### src/rtl/mem_port_arbiter.sv
// Arbitrates the shared instruction/data memory between the fetch stage and the
// memory stage, sequencing each access over WAIT_STATES extra cycles.
module mem_port_arbiter #(
  parameter int ADDR_W       = 8,
  parameter int DATA_W       = 8,
  parameter int WAIT_STATES  = 1,
  parameter int STARVE_LIMIT = 4
) (
  input  logic              clk,
  input  logic              rst,
  input  logic              if_req,
  input  logic [ADDR_W-1:0] if_addr,
  output logic              if_gnt,
  output logic [DATA_W-1:0] if_rdata,
  output logic              if_valid,
  input  logic              dm_req,
  input  logic              dm_we,
  input  logic [ADDR_W-1:0] dm_addr,
  input  logic [DATA_W-1:0] dm_wdata,
  output logic              dm_gnt,
  output logic [DATA_W-1:0] dm_rdata,
  output logic              dm_valid,
  output logic              mem_en,
  output logic              mem_we,
  output logic [ADDR_W-1:0] mem_addr,
  output logic [DATA_W-1:0] mem_wdata,
  input  logic [DATA_W-1:0] mem_rdata,
  output logic              stall_fetch,
  output logic              stall_mem
);

  localparam int WAIT_W   = (WAIT_STATES > 0) ? $clog2(WAIT_STATES + 1) : 1;
  localparam int STARVE_W = (STARVE_LIMIT > 0) ? $clog2(STARVE_LIMIT + 1) : 1;

  typedef enum logic {IDLE, ACCESS} state_t;
  typedef enum logic {OWN_IF, OWN_DM} owner_t;

  state_t              state_q, state_d;
  owner_t              owner_q, owner_d;
  logic [ADDR_W-1:0]   addr_q, addr_d;
  logic                we_q, we_d;
  logic [DATA_W-1:0]   wdata_q, wdata_d;
  logic [WAIT_W-1:0]   wait_q, wait_d;
  logic [STARVE_W-1:0] starve_q, starve_d;
  logic [DATA_W-1:0]   if_rdata_q, if_rdata_d;
  logic [DATA_W-1:0]   dm_rdata_q, dm_rdata_d;
  logic                if_valid_q, if_valid_d;
  logic                dm_valid_q, dm_valid_d;
  logic                grant_if, grant_dm;
  logic                if_elig, dm_elig;

  // A requester whose valid is showing this cycle has not advanced yet, so its
  // request is stale and must not be granted again.
  assign if_elig = if_req & ~if_valid_q;
  assign dm_elig = dm_req & ~dm_valid_q;

  always_comb begin
    state_d    = state_q;
    owner_d    = owner_q;
    addr_d     = addr_q;
    we_d       = we_q;
    wdata_d    = wdata_q;
    wait_d     = wait_q;
    starve_d   = starve_q;
    if_rdata_d = if_rdata_q;
    dm_rdata_d = dm_rdata_q;
    if_valid_d = 1'b0;
    dm_valid_d = 1'b0;
    grant_if   = 1'b0;
    grant_dm   = 1'b0;

    case (state_q)
      IDLE: begin
        if (dm_elig && (!if_elig || starve_q != STARVE_W'(STARVE_LIMIT))) begin
          grant_dm = 1'b1;
        end else if (if_elig) begin
          grant_if = 1'b1;
        end

        if (grant_dm) begin
          state_d = ACCESS;
          owner_d = OWN_DM;
          addr_d  = dm_addr;
          we_d    = dm_we;
          wdata_d = dm_wdata;
          wait_d  = WAIT_W'(WAIT_STATES);
          if (!if_req) begin
            starve_d = '0;
          end else if (starve_q != STARVE_W'(STARVE_LIMIT)) begin
            starve_d = starve_q + 1'b1;
          end
        end else if (grant_if) begin
          state_d  = ACCESS;
          owner_d  = OWN_IF;
          addr_d   = if_addr;
          we_d     = 1'b0;
          wait_d   = WAIT_W'(WAIT_STATES);
          starve_d = '0;
        end
      end

      ACCESS: begin
        if (wait_q != '0) begin
          wait_d = wait_q - 1'b1;
        end else begin
          state_d = IDLE;
          if (owner_q == OWN_DM) begin
            dm_valid_d = 1'b1;
            if (!we_q) dm_rdata_d = mem_rdata;
          end else begin
            if_valid_d = 1'b1;
            if_rdata_d = mem_rdata;
          end
        end
      end

      default: state_d = IDLE;
    endcase
  end

  always_ff @(posedge clk or posedge rst) begin
    if (rst) begin
      state_q    <= IDLE;
      owner_q    <= OWN_IF;
      addr_q     <= '0;
      we_q       <= 1'b0;
      wdata_q    <= '0;
      wait_q     <= '0;
      starve_q   <= '0;
      if_rdata_q <= '0;
      dm_rdata_q <= '0;
      if_valid_q <= 1'b0;
      dm_valid_q <= 1'b0;
    end else begin
      state_q    <= state_d;
      owner_q    <= owner_d;
      addr_q     <= addr_d;
      we_q       <= we_d;
      wdata_q    <= wdata_d;
      wait_q     <= wait_d;
      starve_q   <= starve_d;
      if_rdata_q <= if_rdata_d;
      dm_rdata_q <= dm_rdata_d;
      if_valid_q <= if_valid_d;
      dm_valid_q <= dm_valid_d;
    end
  end

  // Grants are combinational, so they are masked while reset is held.
  assign if_gnt      = grant_if & ~rst;
  assign dm_gnt      = grant_dm & ~rst;
  assign if_rdata    = if_rdata_q;
  assign dm_rdata    = dm_rdata_q;
  assign if_valid    = if_valid_q;
  assign dm_valid    = dm_valid_q;
  assign mem_en      = (state_q == ACCESS);
  assign mem_we      = (state_q == ACCESS) & we_q;
  assign mem_addr    = addr_q;
  assign mem_wdata   = wdata_q;
  assign stall_fetch = if_req & ~if_valid_q;
  assign stall_mem   = dm_req & ~dm_valid_q;

endmodule

### config.mk
export PLATFORM = sky130hd
export DESIGN_NAME = mem_port_arbiter
export DESIGN_NICKNAME = d
export VERILOG_FILES = /design/src/rtl/mem_port_arbiter.sv
export SDC_FILE = /design/constraint.sdc
export NUM_CORES = 1
export LEC_CHECK = 0
export ABC_CLOCK_PERIOD_IN_PS = 2100
export BUFFER_PORTS_ARGS = -buffer_cell sky130_fd_sc_hd__buf_4
export CAP_MARGIN = 30
export CORE_MARGIN = 2
export CORE_UTILIZATION = 47
export DETAILED_ROUTE_END_ITERATION = 10
export GPL_TIMING_DRIVEN = 0
export PLACE_DENSITY = 0.79
export SYNTH_ARGS = -nofsm -noshare
export SYNTH_HDL_FRONTEND = slang
export SYNTH_SLANG_ARGS = --single-unit
### constraint.sdc
create_clock -name clk -period 2.1 [get_ports clk]
set_clock_uncertainty 0.2 [all_clocks]
set_input_delay 0.315 -clock clk [delete_from_list [all_inputs] [get_ports clk]]
set_output_delay 0.315 -clock clk [all_outputs]
set_load 0.01 [all_outputs]
==> out/metrics.sh, run 1 <==
OUTCOME='complete, but fails checks'
VIOLATIONS_IN_THE_FINAL_REPORTS='setup timing'
COMB_POWER_SHARE_PCT=49.8
SYNTH.FF_LATCH_COUNT=41
ANTENNA_NETS_POST_ROUTE=0
SETUP.WORST_PATH.END_CLASS='output port'
GRT_PASS1_WL_MM=7.26
FINAL.MIN_CLOCK_PERIOD_NS=2.14
DRT_DRC_VIOLATIONS_LEFT=0
P_SW_mW=1.41
YS.FLOP_TYPE='sky130_fd_sc_hd__dfrtp_1'
RR_STARTPOINT='starve_q[1]$_DFFE_PP0P_'
SHARE_OF_FLIP_FLOPS_WITH_AN_ASYNCHRONOUS_SET_OR_RESET_PCT=100
CLK_PIN_SLEW_WORST_PATHS_NS=0.09
YOSYSWARNINGCOUNT=0
HOLD_CLASS='in2async'
VIA_COUNT_OF_THE_FIRST_GLOBAL_ROUTING_PASS=1566
AREAGROWTHSYNTHTOFINISH_PCT=45.4
POSTSYNTHCELLCOUNT=143
MET3_WIRELENGTH_UM=475
TIMING.CRITICAL_PATH.ARRIVAL_NS=1.63
SYNTH_SEQ_AREA_SHARE_PCT=55.4
POST_SYNTH_NUM_CELL_TYPES=30
LAYOUT_WORST_PATH_CYCLE_SHARE_PCT=102
COREAREA_MM2=0.00372
CRIT_PATH_END='dm_gnt'
YOSYSTOPAREACELLSHARE_PCT=55.4
ROWS=22
TIMING.REG2REG.SETUP_SLACK_NS=0.11
RATIO_OF_CELLS_WITH_DRIVE_ABOVE_1_IN_THE_FINAL_LAYOUT_PCT=57.5
HOLD_VIOL=0
MAXCLOCKFREQUENCY_MHz=467
SYNTHESIS.AREA_MM2=0.00185
SLEW_VIOL_FINAL=0
SETUP_VIOLATING_ENDPOINT_COUNT_IN_THE_FINAL_REPORT=2
CTS_INSERTED_BUFFERS=5
ROUTABILITYCONGESTION=0.819
GRT_SETUP_UNREPAIRED='yes'
CTS_TREE='built'
MAX_SLEW.WORST_PIN.SLEW_NS=0.809
PIN_COUNT=77
DIE-AREA_MM2=0.00446
REG2REGPATHDEPTH=6
FIRST_ITER_VIOLATIONS=151
CLOCK_POWER_SHARE_PCT=13.4
POST-LAYOUT-TOTAL-POWER_mW=4.02
POWER_PER_CELL_AREA_mW_PER_MM2=1490
PLACEMENT.IO_BUFFERS=76
DRV_CAP=0
WORST_IR_DROP_ON_VDD_uV=862
CRITICAL_PATH.MAX_FANOUT=5
HIGHEST-SIGNAL-LAYER='met4'
WORST_EP_REQUIRED_TIME_NS=1.58
CTS_BUFFER_DEPTH=2
STATIC-LEAKAGE-POWER_nW=1.29
DETAIL_ROUTE.WL_PER_CELL_UM=16.6
START_UTIL_PCT=49.8
DETAILEDPLACEMENTHPWL_MM=3.31
WL_MM=4.68
POST-SYNTH-TOP-AREA-CELL='sky130_fd_sc_hd__dfrtp_1'
GRT_REMAINING_OVERFLOW=0
POWER.SHARE.SWITCHING_PCT=35.1
CLOCK_TREE.ROOT_CELL='sky130_fd_sc_hd__clkbuf_8'
POWER.INTERNAL_mW=2.60
CLOCK_INSERTION_DELAY_AT_THE_LATER_PIN_OF_THE_SKEW_REPORT_NS=0.29
HOLD_BUFS_INSERTED_AFTER_CTS=0
NUM-NETS-FINAL=271
SYNTH_EDF_COUNT=0
AVGSYNTHCELLAREA_UM2=12.9
SYNTH_TOP_CELLS_BY_AREA='sky130_fd_sc_hd__dfrtp_1 55%, sky130_fd_sc_hd__mux2_2 15%, sky130_fd_sc_hd__and3b_1 4.7%, sky130_fd_sc_hd__a221oi_1 4.3%, sky130_fd_sc_hd__a2bb2oi_1 4.3%'
CRIT_START='starve_q[1]$_DFFE_PP0P_'
TIMING.MAX_SLEW.REL_SLACK_PCT=46.0
MAX_H_TREE_LEVEL=2
POST-ROUTE-UTIL_PCT=72.5
START_KIND='register'
GRT_MAX_DEGREE=42
DR_WL_MET2_MM=2.32
DETAILROUTE.VIA_COUNT=1564
SEQ_POWER_SHARE_PCT=36.8
GRT_USE_TOTAL_PCT=22.3
DRT-PASS1-ITER-COUNT=4
WIRELENGTH_MET1_MM=1.84
DIE_W_UM=66.8
CTS.SINKS=41
AVGVIACOUNTPERCELL=5.57
SYNTHESIS.NETS=182
ANTENNA_FOUND_INITIAL=0
ANTENNA-DIODE-COUNT=0
Y_DIMENSION_OF_THE_DIE_UM=66.8
WORST_SLACK_NS=-0.0432
WORST_R2R_ENDPOINT='mem_wdata[7]$_DFFE_PP0P_'
WORSTSETUPPATHTYPE='reg2out'
==> synth_stat cells (2+ instances only) <==
cell / number
sky130_fd_sc_hd__mux2_2: 24
sky130_fd_sc_hd__nand2b_1: 3
sky130_fd_sc_hd__clkbuf_1: 4
sky130_fd_sc_hd__a2bb2oi_1: 9
sky130_fd_sc_hd__nand3_1: 2
sky130_fd_sc_hd__and3b_1: 10
sky130_fd_sc_hd__a21o_1: 2
sky130_fd_sc_hd__buf_2: 2
sky130_fd_sc_hd__a221oi_1: 9
sky130_fd_sc_hd__inv_1: 7
sky130_fd_sc_hd__o21ai_0: 11
sky130_fd_sc_hd__dfrtp_1: 41
sky130_fd_sc_hd__ha_1: 2
==> layout by cell type (no fill, tap or decap), types with 2 or more instances in the layout <==
master | netlist | routed
sky130_fd_sc_hd__a2bb2oi_1 | 9 | 9
sky130_fd_sc_hd__a221oi_1 | 9 | 9
sky130_fd_sc_hd__a21o_1 | 2 | 2
sky130_fd_sc_hd__nand3_1 | 2 | 2
sky130_fd_sc_hd__buf_2 | 2 | 3
sky130_fd_sc_hd__inv_2 | 0 | 3
sky130_fd_sc_hd__mux2_2 | 24 | 24
sky130_fd_sc_hd__inv_1 | 7 | 4
sky130_fd_sc_hd__dfrtp_1 | 41 | 39
sky130_fd_sc_hd__clkbuf_8 | 0 | 7
sky130_fd_sc_hd__buf_4 | 1 | 84
sky130_fd_sc_hd__and3b_1 | 10 | 10
sky130_fd_sc_hd__o21ai_0 | 11 | 11
sky130_fd_sc_hd__dfrtp_2 | 0 | 2
==> per-stage QoR <==
stage	hold WS, ns	cell area (µm²)	setup TNS [ns]	worst slack (ns)	std cells
floorplan	0.248	1850	0	0.0147	143
global placement	0.292	2480	-0.112	-0.112	267
detailed placement	0.297	2480	-0.347	-0.185	267
CTS	0.0416	2660	-0.0128	-0.0128	277
global route	0.0262	2690	-0.222	-0.114	281
finish	0.00368	2690	-0.0565	-0.0432	281
==> worst min-delay path by stage <==
stage | depth (start not counted) | start | slack, ns | to
floorplan | 1 | dm_we | 0.25 | we_q$_DFFE_PP0P_
global placement | 1 | mem_wdata[3]$_DFFE_PP0P_ | 0.29 | mem_wdata[3]$_DFFE_PP0P_
detailed placement | 1 | if_rdata[6]$_DFFE_PP0P_ | 0.30 | if_rdata[6]$_DFFE_PP0P_
CTS | 2 | rst | 0.04 | mem_addr[4]$_DFFE_PP0P_
global route | 2 | dm_we | 0.03 | we_q$_DFFE_PP0P_
finish | 2 | rst | 0.004 | mem_addr[4]$_DFFE_PP0P_
==> layer usage <==
| metal | vias to the layer above | global-route usage (%) |
|---|---|---|
| met5 | - | 0 |
| met4 | 0 | 7.65 |
| met3 | 6 | 8.61 |
| met2 | 78 | 36.8 |
| met1 | 756 | 26.7 |
| li1 | 724 | - |
==> area by class of cell <==
type / count / area, µm²
fill: 271 / 1020
clock inverter: 2 / 13.8
buffer: 6 / 47.5
sequential: 41 / 1030
tap: 48 / 60.1
inverter: 7 / 26.3
timing repair buffer: 83 / 623
multi-input combinational: 88 / 811
clock buffer: 6 / 82.6
==> sequential cells by signal, indices dropped and copies added (netlist names), 3 cells and up <==
name / cells
dm_rdata: 8
if_rdata: 8
mem_addr: 8
mem_wdata: 8
starve_q: 3
==> power by group through the flow <==
stage	Combinational, mW	Clock [mW]	Sequential (mW)
after floorplan	0.902	0	1.57
after global placement	1.83	0	1.42
after detailed placement	1.89	0	1.46
after CTS	1.97	0.551	1.47
after global routing	2.16	0.595	1.52
final	2.00	0.537	1.48
==> timing repair <==
action | CTS | global route
setup endpoints to repair | 11 | 10
setup buffers | 3 | 4
gates cloned | 0 | 0
pin swaps | 3 | 1
resized for setup | 18 | 3
==> cells by family after synthesis <==
| group | Yosys count | share of synthesized area (%) |
|---|---|---|
| DFF | 41 | 55.4 |
| AOI/OAI and AO/OA | 37 | 14.9 |
| and+or+nand+nor | 25 | 10.6 |
| muxes | 24 | 14.6 |
| buffers and inverters | 14 | 3.18 |
| adders and majority gates | 2 | 1.35 |
==> critical path: stages (launching register included) <==
cell and delay, ns:
sky130_fd_sc_hd__dfrtp_1 0.38, sky130_fd_sc_hd__inv_2 0.07, sky130_fd_sc_hd__ha_4 0.17, sky130_fd_sc_hd__and4b_1 0.19
sky130_fd_sc_hd__buf_6 0.13, sky130_fd_sc_hd__nor4_4 0.25, sky130_fd_sc_hd__buf_4 0.16
(Power assumes the default switching activity.)
==> run 2, diff against run 1 <==
- PLACE_DENSITY: 0.79 -> 0.87
==> run 2 against run 1 <==
Effect of this change: the flow still finishes with violations (setup timing); sequential share of layout area is 0.14 points higher; total power is 0.55% higher; design area is 0.37% lower; cell count stayed put; largest power group unchanged; sequential power hardly changed.
==> out/metrics.sh, run 2 (synthesized netlist as in run 1, its figures left out) <==
OUTCOME='complete, but fails checks'
VIOLATIONS_IN_THE_FINAL_REPORTS='setup timing'
DRT_DRC_VIOLATIONS_LEFT=0
FINISH.CELL_COUNT_WITHOUT_FILLERS=281
GRT_REMAINING_OVERFLOW=0
SLEW_VIOL_FINAL=0
AVGVIACOUNTPERCELL=5.59
HOLD_VIOL=0
GRT_PASS1_WL_MM=7.40
FIRST_ITER_VIOLATIONS=140
ROUTABILITYCONGESTION=0.786
START_UTIL_PCT=49.8
SETUP_VIOLATING_ENDPOINT_COUNT_IN_THE_FINAL_REPORT=1
ANTENNA-DIODE-COUNT=0
STATIC-LEAKAGE-POWER_nW=1.28
WL_MM=4.54
TIMING.MAX_SLEW.REL_SLACK_PCT=43.6
CTS.SINKS=41
PLACED_INSTANCES=267
MAX_SLEW.WORST_PIN.SLEW_NS=0.844
VIA_COUNT_OF_THE_FIRST_GLOBAL_ROUTING_PASS=1578
WORST_SLACK_NS=-0.00811
AREAGROWTHSYNTHTOFINISH_PCT=44.9
CLOCK_INSERTION_DELAY_AT_THE_LATER_PIN_OF_THE_SKEW_REPORT_NS=0.29
DRT-PASS1-ITER-COUNT=4
PLACEMENT.IO_BUFFERS=76
MOSTFREQUENTLAYOUTCELL='sky130_fd_sc_hd__buf_4'
FINAL_CELL_AREA_MM2=0.00268
ROWS=22
COREAREA_MM2=0.00372
CRITICAL_PATH.MAX_FANOUT=3
TIMING.REG2REG.SETUP_SLACK_NS=0.17
LAYOUT_WORST_PATH_CYCLE_SHARE_PCT=100
RATIO_OF_CELLS_WITH_DRIVE_ABOVE_1_IN_THE_FINAL_LAYOUT_PCT=57.9
FIN_HOLD_WS_NS=0.0213
POWER_PER_CELL_AREA_mW_PER_MM2=1510
SETUP.WORST_PATH.END_CLASS='output port'
ANTENNA_NETS_POST_ROUTE=0
CLK_PIN_SLEW_WORST_PATHS_NS=0.08
START_KIND='register'
DETAILEDPLACEMENTHPWL_MM=3.13
Y_DIMENSION_OF_THE_DIE_UM=66.8
ANTENNA_FOUND_INITIAL=0
WORSTSETUPPATHTYPE='reg2out'
GRT_MAX_DEGREE=42
SETUP_TNS_AFTER_FINAL_LAYOUT_NS=-0.00811
CTS_BUFFER_DEPTH=2
DRV_CAP=0
DIE-AREA_MM2=0.00446
MAX_H_TREE_LEVEL=2
CLOCK_TREE.ROOT_CELL='sky130_fd_sc_hd__clkbuf_8'
WORST_IR_DROP_ON_VDD_uV=966
TIMING.CRITICAL_PATH.ARRIVAL_NS=1.59
HOLD_CLASS='in2async'
HOLD_BUFS_INSERTED_AFTER_CTS=0
DIE_W_UM=66.8
FINAL.MIN_CLOCK_PERIOD_NS=2.11
CTS_TREE='built'
GRT_USE_TOTAL_PCT=22.4
GRT_SETUP_UNREPAIRED='yes'
MAXCLOCKFREQUENCY_MHz=474
POSTPLACECELLAREA_MM2=0.00248
NUM-NETS-FINAL=271
WORST_EP_REQUIRED_TIME_NS=1.58
DETAILROUTE.VIA_COUNT=1571
MOST-COMMON-LAYOUT-CELLS='85 x sky130_fd_sc_hd__buf_4, 39 x sky130_fd_sc_hd__dfrtp_1, 24 x sky130_fd_sc_hd__mux2_2'
PIN_COUNT=77
POST-ROUTE-UTIL_PCT=72.2
CTS_INSERTED_BUFFERS=5
DETAIL_ROUTE.WL_PER_CELL_UM=16.1
-- run 2: worst max-delay path, cell delays in order (launching register included) --
cell	delay (ns)
sky130_fd_sc_hd__dfrtp_1	0.39
sky130_fd_sc_hd__inv_2	0.09
sky130_fd_sc_hd__ha_4	0.14
sky130_fd_sc_hd__nand4b_1	0.16
sky130_fd_sc_hd__a2111oi_2	0.33
sky130_fd_sc_hd__buf_4	0.18
-- run 2: repair_timing --
item,in CTS,in global routing
cloned,0,0
setup endpoints to repair,12,10
pin swaps,4,2
buffers inserted,4,5
resized for setup,14,4
-- run 2: path summary, 6_finish.rpt --
kind | startpoint | to | cells after the start
setup / recovery | starve_q[0]$_DFFE_PP0P_ | if_gnt | 5
setup reg to reg | starve_q[0]$_DFFE_PP0P_ | mem_wdata[1]$_DFFE_PP0P_ | 5
min in group clk | dm_we | we_q$_DFFE_PP0P_ | 2
hold reg to reg | dm_rdata[4]$_DFFE_PP0P_ | dm_rdata[4]$_DFFE_PP0P_ | 1
hold / removal | rst | starve_q[2]$_DFFE_PP0P_ | 2
max in group asynchronous | rst | dm_valid$_DFF_PP0_ | 2
-- run 2: per-stage QoR --
stage	worst slack [ns]	power [mW]
2_1_floorplan	0.0147	2.48
3_3_place_gp	-0.145	3.27
3_5_place_dp	-0.140	3.33
4_1_cts	-0.0765	3.97
5_1_grt	-0.0401	4.33
6_report	-0.00811	4.04
-- run 2: per-layer routing --
layer | share of wire, % | global-route usage [%] | up-vias | wire (µm)
met4 | 1.1 | 6.89 | 0 | 50
li1 | - | - | 719 | -
met3 | 10 | 7.26 | 6 | 472
met2 | 50 | 37.3 | 87 | 2250
met5 | 0 | 0 | - | 0
met1 | 39 | 27.7 | 759 | 1760
-- run 2: area by class of cell --
cell class,instances,area (µm²)
Inverter,7,26.3
Multi-Input combinational cell,88,806
Timing Repair Buffer,85,638
Clock inverter,1,5.00
Tap cell,48,60.1
Clock buffer,7,96.3
Fill cell,301,1030
Buffer,4,22.5
Sequential cell,41,1030
-- run 2: where the power goes --
part           switching, mW  internal [mW]
clock network          0.259          0.297
registers              0.267           1.19
logic                  0.856           1.16
total                   1.38           2.66
==> run 3, diff against run 2 <==
- ABC_CLOCK_PERIOD_IN_PS: 2100 -> 2200
- clock period: 2.1 -> 2.2 ns (I/O delays scaled with it)
==> run 3 against run 2 <==
Effect of this change: the run now ends clean; sequential share of layout area increased by 0.53 points; flip-flop and latch count is the same; critical path depth did not move; sequential power fell by 6%; clock power shrank 3.8%; design area fell by 1.5%; non-clock buffer count is 4 lower; clock-buffer cell count did not move; total power shrank 6.7%; via count down 2.1%; highest routed layer unchanged.
==> out/metrics.sh, run 3 (synthesized netlist as in run 1, its figures left out) <==
WORST_R2R_ENDPOINT='mem_wdata[1]$_DFFE_PP0P_'
GRT_REMAINING_OVERFLOW=0
NUM-NETS-FINAL=267
DIE_W_UM=66.8
POST-ROUTE-UTIL_PCT=71.1
ANTENNA_FOUND_INITIAL=0
LAYOUT_WORST_PATH_CYCLE_SHARE_PCT=98.1
PLACED_INSTANCES=267
HOLD_BUFS_INSERTED_AFTER_CTS=0
PLACEMENT.IO_BUFFERS=76
DETAILROUTE.VIA_COUNT=1538
WL_MM=4.45
STATIC-LEAKAGE-POWER_nW=1.26
HOLD_CLASS='in2async'
CLOCK_INSERTION_DELAY_AT_THE_LATER_PIN_OF_THE_SKEW_REPORT_NS=0.29
SETUP.WORST_PATH.END_CLASS='output port'
MAX_SLEW.WORST_PIN.SLEW_NS=0.837
SETUP_VIOLATING_ENDPOINT_COUNT_IN_THE_FINAL_REPORT=0
GRT_MAX_DEGREE=42
GRT_USE_TOTAL_PCT=22.1
HOLD_VIOL=0
DETAIL_ROUTE.WL_PER_CELL_UM=16.1
ANTENNA_NETS_POST_ROUTE=0
WORSTSETUPPATHTYPE='reg2out'
FIN_HOLD_WS_NS=0.0278
TIMING.MAX_SLEW.REL_SLACK_PCT=44.1
ANTENNA-DIODE-COUNT=0
CPLARGESTDELAYFAMILY='flip-flops'
FINAL-SEQ-AREA_MM2=0.00103
NFILLCELLS=303
WORST-PATH-STAGES=5
CLOCK_TREE.ROOT_CELL='sky130_fd_sc_hd__clkbuf_8'
RR_STARTPOINT='starve_q[1]$_DFFE_PP0P_'
GRT_SETUP_UNREPAIRED='no'
PATH_BUF_INV=2
GRT.MET3_USAGE_PCT=7.26
CP_SLOWEST_STAGE_DELAY_NS=0.39
Y_DIMENSION_OF_THE_DIE_UM=66.8
MULTI_INPUT_GATE_AREA_IN_THE_FINAL_LAYOUT_UM2=802
DRV_CAP=0
CTS_TREE='built'
GLOBALROUTEMET1UTIL_PCT=27.0
MOSTFREQUENTLAYOUTCELL='sky130_fd_sc_hd__buf_4'
VIA_COUNT_OF_THE_FIRST_GLOBAL_ROUTING_PASS=1567
CTS.SINKS=41
CTS_INSERTED_BUFFERS=5
DIE-AREA_MM2=0.00446
MAX_H_TREE_LEVEL=2
CRIT_PATH_TOP_DELAY_CELL='sky130_fd_sc_hd__dfrtp_1'
REG2REGPATHDEPTH=6
START_KIND='register'
OUTCOME='complete, no violations'
GLOBAL_ROUTE.USAGE.MET2_PCT=37.1
FINISH.CELL_COUNT_WITHOUT_FILLERS=277
CTS_BUFFER_DEPTH=2
GRT_PASS1_WL_MM=7.31
DETAILEDPLACEMENTHPWL_MM=3.13
MOST_USED_ROUTING_LAYER='met2'
START_UTIL_PCT=49.8
AVGVIACOUNTPERCELL=5.55
DRT-PASS1-ITER-COUNT=4
POWER_PER_CELL_AREA_mW_PER_MM2=1430
RATIO_OF_CELLS_WITH_DRIVE_ABOVE_1_IN_THE_FINAL_LAYOUT_PCT=55.9
TIMING.REG2REG.SETUP_SLACK_NS=0.14
PATH_CELLS='inv_1 > ha_4 > nand4b_1 > a2111oi_2 > buf_4'
TIMING.CRITICAL_PATH.ARRIVAL_NS=1.63
SLEW_VIOL_FINAL=0
ROWS=22
COREAREA_MM2=0.00372
PIN_COUNT=77
CRITICAL_PATH.MAX_FANOUT=5
WORST_EP_REQUIRED_TIME_NS=1.67
WORST_IR_DROP_ON_VDD_uV=913
AREAGROWTHSYNTHTOFINISH_PCT=42.7
FINAL.MIN_CLOCK_PERIOD_NS=2.16
ROUTABILITYCONGESTION=0.786
CLK_PIN_SLEW_WORST_PATHS_NS=0.08
MOST-COMMON-LAYOUT-CELLS='79 x sky130_fd_sc_hd__buf_4, 40 x sky130_fd_sc_hd__dfrtp_1, 24 x sky130_fd_sc_hd__mux2_2'
MAXCLOCKFREQUENCY_MHz=463
FIRST_ITER_VIOLATIONS=125
DRT_DRC_VIOLATIONS_LEFT=0
POST-LAYOUT-TOTAL-POWER_mW=3.77
run 3: changes by cell type in the layout (fill, tap and decap cells not counted), sizes merged:
cell | previous run | this run
buf | 87 | 83
run 3: routing by layer:
| layer | vias up | wire length (µm) |
|---|---|---|
| met5 | - | 0 |
| met4 | 0 | 50 |
| met3 | 6 | 418 |
| met2 | 71 | 2200 |
| met1 | 751 | 1780 |
| li1 | 710 | - |
run 3: worst max path at each step:
| stage | from | endpoint | slack [ns] |
|---|---|---|---|
| 2_1_floorplan | starve_q[0]$_DFFE_PP0P_ | if_gnt | 0.1 |
| 3_3_place_gp | starve_q[0]$_DFFE_PP0P_ | if_gnt | -0.06 |
| 3_5_place_dp | starve_q[0]$_DFFE_PP0P_ | if_gnt | -0.05 |
| 4_1_cts | starve_q[0]$_DFFE_PP0P_ | if_gnt | -0.002 |
| 5_1_grt | starve_q[1]$_DFFE_PP0P_ | if_gnt | 0.0004 |
| 6_report | starve_q[1]$_DFFE_PP0P_ | if_gnt | 0.04 |
run 3: worst reg2reg max path: cells and delay by family (launching register included):
family | cells | cell delay (ns)
DFF | 1 | 0.36
muxes | 1 | 0.40
adders and majority gates | 1 | 0.17
buffers and inverters | 2 | 0.25
and+or+nand+nor | 2 | 0.56
run 3: timing repair:
action,4_1_cts,5_1_grt
pin swaps,3,1
gates resized for setup,12,4
endpoints found under the setup margin,3,2
setup buffers,1,1
run 3: final cells by class:
type                            count  area share [%]
Buffer                              7            1.52
Clock buffer                        7            3.65
Clock inverter                      1           0.189
Inverter                            7           0.994
Multi-Input combinational cell     88            30.4
Sequential cell                    41            38.9
Tap cell                           48            2.27
Timing Repair Buffer               78            22.2
run 3: per-stage QoR:
stage                     setup WS, ns   TNS, ns  instance area [µm²]
after floorplan                 0.0997         0                 1850
after global placement         -0.0602   -0.0602                 2480
after detailed placement       -0.0548   -0.0548                 2480
after CTS                     -0.00234  -0.00234                 2630
after global routing          0.000403         0                 2640
final                           0.0413         0                 2640
run 3: power by group:
part / total, mW / switching (mW) / internal [mW]
sequential: 1.37 / 0.228 / 1.14
clock: 0.534 / 0.251 / 0.283
combinational: 1.87 / 0.823 / 1.04
